### config.mk
export PLATFORM = sky130hd
export DESIGN_NAME = reg_write_arbiter_flat
export DESIGN_NICKNAME = d
export VERILOG_FILES = /design/src/rtl/reg_write_arbiter_if.sv /design/src/rtl/reg_write_arbiter.sv /design/src/flat_wrapper.sv
export SDC_FILE = /design/constraint.sdc
export NUM_CORES = 1
export LEC_CHECK = 0
export BUFFER_PORTS_ARGS = -buffer_cell sky130_fd_sc_hd__buf_2
export CORE_ASPECT_RATIO = 1.1
export CORE_MARGIN = 3
export CORE_UTILIZATION = 49
export CTS_CLUSTER_DIAMETER = 80
export DETAILED_ROUTE_END_ITERATION = 10
export HOLD_SLACK_MARGIN = 0.02
export PLACE_DENSITY = 0.91
export SETUP_SLACK_MARGIN = 0.15
export SYNTH_ARGS = -nofsm -noshare
export SYNTH_HDL_FRONTEND = slang
export SYNTH_SLANG_ARGS = --single-unit
export TNS_END_PERCENT = 20
### constraint.sdc
create_clock -name clk -period 2.19 [get_ports clk]
set_input_delay 0.1095 -clock clk [delete_from_list [all_inputs] [get_ports clk]]
set_output_delay 0.1095 -clock clk [all_outputs]
set_load 0.05 [all_outputs]
### src/rtl/reg_write_arbiter_if.sv
// Bus bundle for reg_write_arbiter: requester-side request/data and the
// arbiter's grant, shared register, owner, busy and timeout outputs.
interface reg_write_arbiter_if;
    logic [3:0]  req;
    logic [15:0] din;
    logic [3:0]  gnt;
    logic [3:0]  q;
    logic [1:0]  owner;
    logic        busy;
    logic        timeout;

    modport master (
        output req, din,
        input  gnt, q, owner, busy, timeout
    );

    modport slave (
        input  req, din,
        output gnt, q, owner, busy, timeout
    );
endinterface

### src/rtl/reg_write_arbiter.sv
// Round-robin write arbiter for a shared 4-bit register with four requesters.
// Optional forced-release timeout is built only when REG_ARB_TIMEOUT_EN is defined.
module reg_write_arbiter #(
    parameter int TIMEOUT_CYC = 15
) (
    input logic               clk,
    input logic               clr,
    reg_write_arbiter_if.slave bus
);

    typedef enum logic [1:0] {
        IDLE     = 2'd0,
        LOAD     = 2'd1,
        WAIT_REL = 2'd2
    } state_e;

    state_e      state_q, state_d;
    logic [3:0]  gnt_q, gnt_d;
    logic [3:0]  q_q, q_d;
    logic [1:0]  owner_q, owner_d;
    logic [1:0]  ptr_q, ptr_d;
    logic        timeout_q, timeout_d;

    logic        win_found;
    logic [1:0]  win_idx;
    logic [1:0]  cand;

`ifdef REG_ARB_TIMEOUT_EN
    localparam int CW = (TIMEOUT_CYC > 1) ? $clog2(TIMEOUT_CYC) + 1 : 1;
    logic [CW-1:0] cnt_q, cnt_d;
`else
    // Parameter only matters with the timeout compiled in; reduce it so it is referenced.
    logic unused_timeout_cfg;
    assign unused_timeout_cfg = ^TIMEOUT_CYC;
`endif

    // Round-robin search starting at ptr_q; first set request wins.
    always_comb begin
        win_found = 1'b0;
        win_idx   = ptr_q;
        cand      = '0;
        for (int unsigned i = 0; i < 4; i++) begin
            cand = ptr_q + 2'(i);
            if (!win_found && bus.req[cand]) begin
                win_found = 1'b1;
                win_idx   = cand;
            end
        end
    end

    always_comb begin
        state_d   = state_q;
        gnt_d     = gnt_q;
        q_d       = q_q;
        owner_d   = owner_q;
        ptr_d     = ptr_q;
        timeout_d = 1'b0;
`ifdef REG_ARB_TIMEOUT_EN
        cnt_d     = cnt_q;
`endif
        case (state_q)
            IDLE: begin
                gnt_d = '0;
                if (win_found) begin
                    owner_d = win_idx;
                    gnt_d   = 4'b0001 << win_idx;
                    state_d = LOAD;
                end
            end
            LOAD: begin
                q_d     = bus.din[{owner_q, 2'b00} +: 4];
                state_d = WAIT_REL;
`ifdef REG_ARB_TIMEOUT_EN
                cnt_d   = '0;
`endif
            end
            WAIT_REL: begin
                if (!bus.req[owner_q]) begin
                    gnt_d   = '0;
                    ptr_d   = owner_q + 2'd1;
                    state_d = IDLE;
                end
`ifdef REG_ARB_TIMEOUT_EN
                else if (cnt_q == CW'(TIMEOUT_CYC - 1)) begin
                    gnt_d     = '0;
                    ptr_d     = owner_q + 2'd1;
                    state_d   = IDLE;
                    timeout_d = 1'b1;
                end else begin
                    cnt_d = cnt_q + 1'b1;
                end
`endif
            end
            default: begin
                gnt_d   = '0;
                state_d = IDLE;
            end
        endcase
    end

    always_ff @(posedge clk) begin
        if (clr) begin
            state_q   <= IDLE;
            gnt_q     <= '0;
            q_q       <= '0;
            owner_q   <= '0;
            ptr_q     <= '0;
            timeout_q <= 1'b0;
        end else begin
            state_q   <= state_d;
            gnt_q     <= gnt_d;
            q_q       <= q_d;
            owner_q   <= owner_d;
            ptr_q     <= ptr_d;
            timeout_q <= timeout_d;
        end
    end

`ifdef REG_ARB_TIMEOUT_EN
    always_ff @(posedge clk) begin
        if (clr) cnt_q <= '0;
        else     cnt_q <= cnt_d;
    end
`endif

    assign bus.gnt     = gnt_q;
    assign bus.q       = q_q;
    assign bus.owner   = owner_q;
    assign bus.busy    = (state_q != IDLE);
    assign bus.timeout = timeout_q;

endmodule

### src/flat_wrapper.sv
// flat-port wrapper written by rule: the top's interface ports become plain ports
module reg_write_arbiter_flat 
#(
    parameter int TIMEOUT_CYC = 15
)
  (clk, clr, bus_req, bus_din, bus_gnt, bus_q, bus_owner, bus_busy, bus_timeout);
  reg_write_arbiter_if bus_i ();
  input logic clk;
  input logic clr;
  input wire logic [$bits(bus_i.req)-1:0] bus_req;
  input wire logic [$bits(bus_i.din)-1:0] bus_din;
  output wire logic [$bits(bus_i.gnt)-1:0] bus_gnt;
  output wire logic [$bits(bus_i.q)-1:0] bus_q;
  output wire logic [$bits(bus_i.owner)-1:0] bus_owner;
  output wire logic [$bits(bus_i.busy)-1:0] bus_busy;
  output wire logic [$bits(bus_i.timeout)-1:0] bus_timeout;
  assign bus_i.req = bus_req;
  assign bus_i.din = bus_din;
  assign bus_gnt = bus_i.gnt;
  assign bus_q = bus_i.q;
  assign bus_owner = bus_i.owner;
  assign bus_busy = bus_i.busy;
  assign bus_timeout = bus_i.timeout;
  reg_write_arbiter #(.TIMEOUT_CYC(TIMEOUT_CYC)) u_core (.clk(clk), .clr(clr), .bus(bus_i));
endmodule
=== Word level (Yosys, flattened, before mapping) ===
Cells that the tools add are included.

* Output and inout bits: 12
* Input port bits: 22
* Register bits after elaboration: 14

* Add/sub/neg operators: 4
* Bitwise gates (word level): 2
* Muxes and demuxes: 23
* Shift operators: 2
* Equality and inequality tests: 4
* Reductions and logical operators: 12
* Magnitude comparators: 5

{| class="wikitable"
|+ Operators by type and width
! operator !! number
|-
| variable part select 16 x 5 -> 4 bit || 1
|-
| less-than comparator 2 x 3 -> 1 bit, second input constant || 5
|-
| case mux 4 bit (3 select lines) || 1
|-
| binary-select mux 1 bit (select 2 bit) || 5
|-
| 2-to-1 mux 2 bit || 5
|-
| 2-to-1 mux 1 bit || 9
|-
| 2-to-1 mux 4 bit || 2
|-
| AND reduction 2 bit || 4
|-
| case mux 2 bit (3 select lines) || 1
|-
| adder 2 x 1 -> 2 bit, second input constant || 2
|-
| adder 2 bit, second input constant || 2
|-
| left shift 1 x 2 -> 4 bit, first input constant || 1
|-
| logical AND 1 bit || 3
|-
| logical NOT 1 bit || 3
|-
| == test 2 x 1 -> 1 bit, second input constant || 1
|-
| == test 2 bit, second input constant || 1
|-
| logical NOT 2 bit || 1
|-
| inequality test 2 x 1 -> 1 bit, second input constant || 1
|-
| inequality test 2 bit, second input constant || 1
|-
| NOT 1 bit || 2
|-
| nonzero test 2 bit || 1
|}

=== Logic depth before layout (Yosys ltp) ===
Gate-level depths: netlist of run 1.

* Word-level depth: 15
* Gate-level depth with buffers: 5
* Mapped depth without buffers: 4

=== Least setup slack after synthesis of run 1 ===
No wires, ideal clock.

* Path type: flip-flop to flip-flop
* Start point: reg u_core.owner_q[0] (netlist: u_core.bus.owner[0])
* End point: reg u_core.gnt_q[0] (netlist: u_core.bus.gnt[0])
* Cell stages (with the launch flop): 6
* Path slack: 0.313 ns
* Arrival: 1.760 ns
* Required time: 2.073 ns
* Clock period less this slack: 1.877 ns
* Path buffers: 1
* Path through: dfxtp_1 > buf_6 > mux4_2 > a21oi_1 > nor2_1 > a32o_1

* Longest elaborated chain between the ends: 4

{| class="wikitable"
|+ Ends and longest elaborated chain
! element !! line !! text
|-
| start: declaration || reg_write_arbiter.sv:20 || <nowiki>logic [1:0] owner_q, owner_d;</nowiki>
|-
| start signal: assignment || reg_write_arbiter.sv:113 || <nowiki>owner_q <= owner_d;</nowiki>
|-
| binary-select mux 1 bit (select 2 bit) || reg_write_arbiter.sv:78 || <nowiki>if (!bus.req[owner_q]) begin</nowiki>
|-
| 2-to-1 mux 1 bit (implied by the code) || reg_write_arbiter.sv:78 ||
|-
| inequality test 2 bit (no line) || n/a ||
|-
| AND reduction 2 bit (no line) || n/a ||
|-
| end signal: assignment || reg_write_arbiter.sv:111 || <nowiki>gnt_q <= gnt_d;</nowiki>
|-
| end: declaration || reg_write_arbiter.sv:18 || <nowiki>logic [3:0] gnt_q, gnt_d;</nowiki>
|}

No other way between the ends. The select of a mux whose other input is x is not followed.
A chain may end at the register's enable or synchronous reset.

=== Worst setup path in the final report of run 1 ===
* Start point: reg u_core.ptr_q[1]
* End point: reg u_core.gnt_q[1] (netlist: u_core.bus.gnt[1])

* Longest elaborated chain between the ends: 15
* Elaborated cells on any way between the ends: 27
* Those cells by class: 3 x add/sub; 1 x shift; 17 x mux; 6 x reduce/logical

{| class="wikitable"
|+ Ends and longest elaborated chain
! element !! line !! text
|-
| start: declaration || reg_write_arbiter.sv:21 || <nowiki>logic [1:0] ptr_q, ptr_d;</nowiki>
|-
| start signal: assignment || reg_write_arbiter.sv:114 || <nowiki>ptr_q <= ptr_d;</nowiki>
|-
| parallel branches: the longest is 13 deep, another holds adder 2 x 1 -> 2 bit || n/a ||
|-
| 2-to-1 mux 4 bit (*) || reg_write_arbiter.sv:64 || <nowiki>if (win_found) begin</nowiki>
|-
| case mux 4 bit (3 select lines) (*) || reg_write_arbiter.sv:61 || <nowiki>case (state_q)</nowiki>
|}

Mark *: on every way between the ends. The select of a mux whose other input is x is not followed.

==> results of run 1 <==
## layout by cell type, fill, tap and decap left out, drive strengths merged, types with 2 or more instances in the layout
master and instances:
buf 33, dfxtp 14, nor2 10, mux4 5, mux2i 5, a21oi 5
nor2b 5, a32o 4, nand2 3, clkbuf 3, inv 2, o21ai 2
a21o 2
## final timing paths
kind	from	end	slack, ns	cells past startpoint
setup / recovery	u_core.ptr_q[1]	u_core.bus.gnt[1]	0.64	4
hold / removal	clr	u_core.bus.q[3]	0.14	2
setup reg to reg	u_core.ptr_q[1]	u_core.bus.gnt[1]	0.64	4
hold reg to reg	u_core.bus.gnt[3]	u_core.bus.gnt[3]	0.48	1
## critical path, delay by kind of cell, from the launching register on
kind	cells	cell delay, ns
DFF	1	0.45
AOI/OAI and AO/OA	1	0.24
and+or+nand+nor	3	0.75
## metrics by stage
stage | hold slack, ns | area [um2] | util (%) | cells | worst slack [ns]
CTS | 0.133 | 942 | 66.4 | 122 | 0.653
floorplan | 0.323 | 773 | - | 75 | 0.313
global route | 0.145 | 942 | 66.4 | 122 | 0.584
global placement | 0.416 | 920 | 64.8 | 119 | 0.714
finish | 0.139 | 942 | 66.4 | 122 | 0.643
detailed placement | 0.419 | 920 | 64.8 | 119 | 0.661
## area by class of cell
class | count | area [um2] | area share (%)
clock buffer | 3 | 22.5 | 2.39
multi-input combinational | 54 | 444 | 47.1
timing repair buffer | 33 | 168 | 17.8
tap | 16 | 20.0 | 2.12
sequential | 14 | 280 | 29.7
inverter | 2 | 7.51 | 0.797
## power breakdown
part | switching, mW | total, mW | internal, mW
logic | 0.142 | 0.231 | 0.0883
clock network | 0.0751 | 0.139 | 0.0637
registers | 0.0172 | 0.294 | 0.277
## kinds of logic after synthesis
group	share of synthesized area [%]
other	0.485
xor gates and xnor gates	1.13
AOI/OAI and AO/OA	17.5
buffers and inverters	6.31
DFF	36.2
muxes	21.0
and+or+nand+nor	17.3
## sequential cells by signal, indices dropped and copies added, names as in the netlist
name              cells
u_core.state_q        2
u_core.ptr_q          2
u_core.bus.q          4
u_core.bus.gnt        4
u_core.bus.owner      2
## per-layer routing
layer / wire (um) / track usage, % / up-vias / part of all wire, %
li1: - / - / 337 / -
met1: 667 / 17.3 / 333 / 37
met2: 982 / 34.0 / 25 / 55
met3: 122 / 6.39 / 2 / 6.8
met4: 13 / 5.42 / 0 / 0.73
met5: 0 / 0 / - / 0
==> flow_metrics.tcl, run 1 <==
set metrics [dict create \
    core_area_um2 1420 \
    cts_tree "yes" \
    cts_inserted_buffers 3 \
    synth-async-reset-ratio_pct 0 \
    worst_pin_slew_ns 0.530 \
    rsz0062_at_grt "false" \
    drive_above_1_share_pct 46.2 \
    vias 697 \
    cp.arrival_ns 1.71 \
    hpwl_um 1410 \
    diodes 0 \
    finalMaxSlewViolations 0 \
    power_density_nw_per_um2 704 \
    groute.usage.overall_pct 17.4 \
    path_class "reg -> reg" \
    relSlewSlack_pct 64.6 \
    layout.nets 130 \
    netlist_instances 75 \
    cp_data_required_time_ns 2.36 \
    antenna_found_initial 0 \
    clock_latency_ns 0.27 \
    clock-sinks 14 \
    cpPeakStageDelay_ns 0.50 \
    hold_class "in -> reg" \
    setup_viol 0 \
    synth_enable_flop_cells 0 \
    die_area_um2 2090 \
    hold_viol 0 \
    areaGrowthSynthToFinish_pct 21.8 \
    avgSynthCellArea_um2 10.3 \
    ys_ff_latch 14 \
    core.rowCount 14 \
    finalSetupTns_ns 0 \
    grt_max_degree 11 \
    fin_crit_sh_pct 70.6 \
    ys_top_cells_by_count "dfxtp_1, nor2_1, a21oi_1, mux2i_1, mux4_2" \
    cts_root_buffer "clkbuf_4" \
    ios 34 \
    ant_nets 0 \
    fin_skew_ns 0.00628 \
    endpoint_kind "register" \
    p_total_mw 0.663 \
    route.detailed.drc 0 \
    yosysTopAreaCell "dfxtp_1" \
    synth_warnings 0 \
    die_h_um 47.7 \
    start_kind "register" \
    synth_most_common_cell "dfxtp_1" \
    wl_per_cell_um 14.6 \
    firstDrtPassIters 4 \
    dieWidth_um 43.9 \
    clk_pin_slew_worst_paths_ns 0.08 \
    cts_hold_buf 0 \
    cts-resized-gates 0 \
    crit_fanout 8 \
    ctsHtreeMaxLevel 1 \
    cap_violations 0 \
    syn_nets 97 \
    wirelength_um 1790 \
    clockBufferDepth 2 \
    final.min_clock_period_ns 1.55 \
    grt_pass1_vias 623 \
    viasPerCell 5.71 \
    ir_worst_vdd_v 0.000434 \
    leakagePower_nw 0.435 \
    synthesis.area_um2 773 \
    grt-ovfl-total 0 \
    status "finished clean" \
    max_freq_mhz 646 \
    seq_area_frac_synth_pct 36.2 \
    portBuffers 32 \
    crit_path_cell_trace "nor3_1 > or4_4 > and2_4 > a32o_1" \
    synthDominantCellAreaShare_pct 36.2 \
    drt_iter0_drc 10 \
    gp_congestion 0.880 \
    start_util_pct 54.5 \
    grt_pass1_wl_um 2620 \
    synth_flop_cell "dfxtp_1" \
    synth_area_leaders "dfxtp_1, mux4_2, mux2i_1" \
    nFillCells 129 \
    ys_types 31 \
    cp_slowest_cell "or4_4" \
    postCtsSetupBuffers 0 \
]
Power figures use the tool's default switching activity.
==> run 2: changes to the inputs <==
Settings changed: CORE_UTILIZATION 49 to 41, PLACE_DENSITY 0.91 to 0.83.
Clock period 2.19 ns to 1.4 ns, I/O delays scaled along.
==> run 2 against run 1 <==
The run now ends with setup timing left. Hold slack lost 0.039 ns. Final area is 6.9% higher. Count of clock-buffer cells in the layout grew 1. Non-clock buffer count rose by 4. Combinational power increased by 69%. Critical path depth did not move. Clock skew shrank 0.0011 ns.
==> flow_metrics.tcl, run 2 (synthesis results as in run 1) <==
set metrics [dict create \
    core.rowCount 15 \
    postCtsSetupBuffers 0 \
    ios 34 \
    ir_worst_vdd_v 0.000506 \
    leakagePower_nw 0.467 \
    clock_latency_ns 0.28 \
    areaGrowthSynthToFinish_pct 30.3 \
    drt_iter0_drc 7 \
    grt_pass1_vias 698 \
    internal_power_mw 0.746 \
    cts_inserted_buffers 3 \
    diodes 0 \
    grt_pass1_wl_um 2930 \
    cp.arrival_ns 1.65 \
    rsz0062_at_grt "true" \
    p_total_mw 1.13 \
    p_seq_share_pct 40.0 \
    clock-sinks 14 \
    finalMaxSlewViolations 0 \
    fin_crit_sh_pct 105 \
    max_freq_mhz 681 \
    clockPowerShare_pct 25.5 \
    setup_viol 5 \
    core_area_um2 1670 \
    grt-ovfl-total 0 \
    startpoint "u_core.ptr_q[1]" \
    violations "setup timing" \
    clockBufferDepth 2 \
    dieWidth_um 47.4 \
    cp_data_required_time_ns 1.58 \
    wirelength_um 1880 \
    crit_fanout 4 \
    ctsHtreeMaxLevel 1 \
    viasPerCell 5.51 \
    dp_slack_ns -0.0680 \
    cts_root_buffer "clkbuf_4" \
    gp_congestion 0.916 \
    path_class "reg -> reg" \
    switching_power_mw 0.387 \
    endpoint_kind "register" \
    cts_tree "yes" \
    placed_cell_area_um2 962 \
    cap_violations 0 \
    hold_viol 0 \
    final.min_clock_period_ns 1.47 \
    fin_ws_ns -0.0675 \
    hpwl_um 1470 \
    portBuffers 32 \
    reg2reg_slack_ns -0.07 \
    r2r-start "u_core.ptr_q[1]" \
    mostFrequentLayoutCells "buf_2, dfxtp_1, nor2_1" \
    firstDrtPassIters 4 \
    layout.nets 134 \
    route.detailed.drc 0 \
    die_area_um2 2440 \
    hold_class "in -> reg" \
    antenna_found_initial 0 \
    reg2regPathDepth 4 \
    wl_per_cell_um 14.7 \
    design_area_um2 1010 \
    swShare_pct 34.1 \
    power_density_nw_per_um2 1120 \
    reg2reg_to "u_core.bus.gnt[0]" \
    ant_nets 0 \
    die_h_um 51.5 \
    grt_max_degree 11 \
    power_frac_comb_pct 34.5 \
    status "complete, but fails checks" \
    start_kind "register" \
    groute.usage.overall_pct 16.7 \
    drive_above_1_share_pct 53.2 \
    clk_pin_slew_worst_paths_ns 0.09 \
    crit_end "u_core.bus.gnt[0]" \
    vias 705 \
    final_common_cell "buf_2" \
    start_util_pct 46.3 \
    fin_skew_ns 0.00520 \
]
[run 2: metal layers]
layer | wire (um) | global-route usage [%] | share of wire [%]
met1 | 762 | 19.7 | 40
met2 | 984 | 29.0 | 52
met3 | 136 | 2.08 | 7.2
met4 | 0 | 6.91 | 0
met5 | 0 | 0 | 0
[run 2: cell type report]
cell class | instances | area, um2
Clock buffer | 4 | 36.3
Fill cell | 150 | 663
Inverter | 2 | 7.51
Multi-Input combinational cell | 54 | 455
Sequential cell | 14 | 287
Tap cell | 17 | 21.3
Timing Repair Buffer | 37 | 200
[run 2: worst min path at each step]
stage               cells after the start  slack (ns)  startpoint             endpoint
floorplan                               2        0.28         clr  u_core.bus.owner[0]
global placement                        2        0.38         clr  u_core.bus.owner[0]
detailed placement                      2        0.39         clr      u_core.bus.q[3]
CTS                                     2        0.09         clr      u_core.ptr_q[1]
global route                            2        0.11         clr      u_core.bus.q[0]
finish                                  2        0.10         clr      u_core.ptr_q[1]
[run 2: repair_timing]
item,in CTS,in global routing
endpoints found under the setup margin,11,15
hold buffers,0,0
pin swaps,0,1
cloned,0,0
resized for setup,2,2
[run 2: critical path, stage by stage, from the launching register on]
cell	delay (ns)
dfxtp_2	0.35
and3b_1	0.17
or4_4	0.44
and2_4	0.16
a32o_1	0.24
[run 2: power groups by stage]
stage / clock (mW) / combinational, mW / sequential (mW)
2_1_floorplan: 0 / 0.203 / 0.547
3_3_place_gp: 0 / 0.376 / 0.459
3_5_place_dp: 0 / 0.385 / 0.462
4_1_cts: 0.302 / 0.390 / 0.453
5_1_grt: 0.319 / 0.418 / 0.459
6_report: 0.289 / 0.391 / 0.453
[run 2: through the flow]
step,setup TNS (ns),std cells,hold slack (ns),utilization (%)
after floorplan,-1.33,75,0.278,-
after global placement,-0.0930,124,0.382,57.6
after detailed placement,-0.216,124,0.392,57.6
after CTS,-0.299,128,0.0917,60.1
after global routing,-0.805,128,0.113,60.3
final,-0.313,128,0.100,60.3
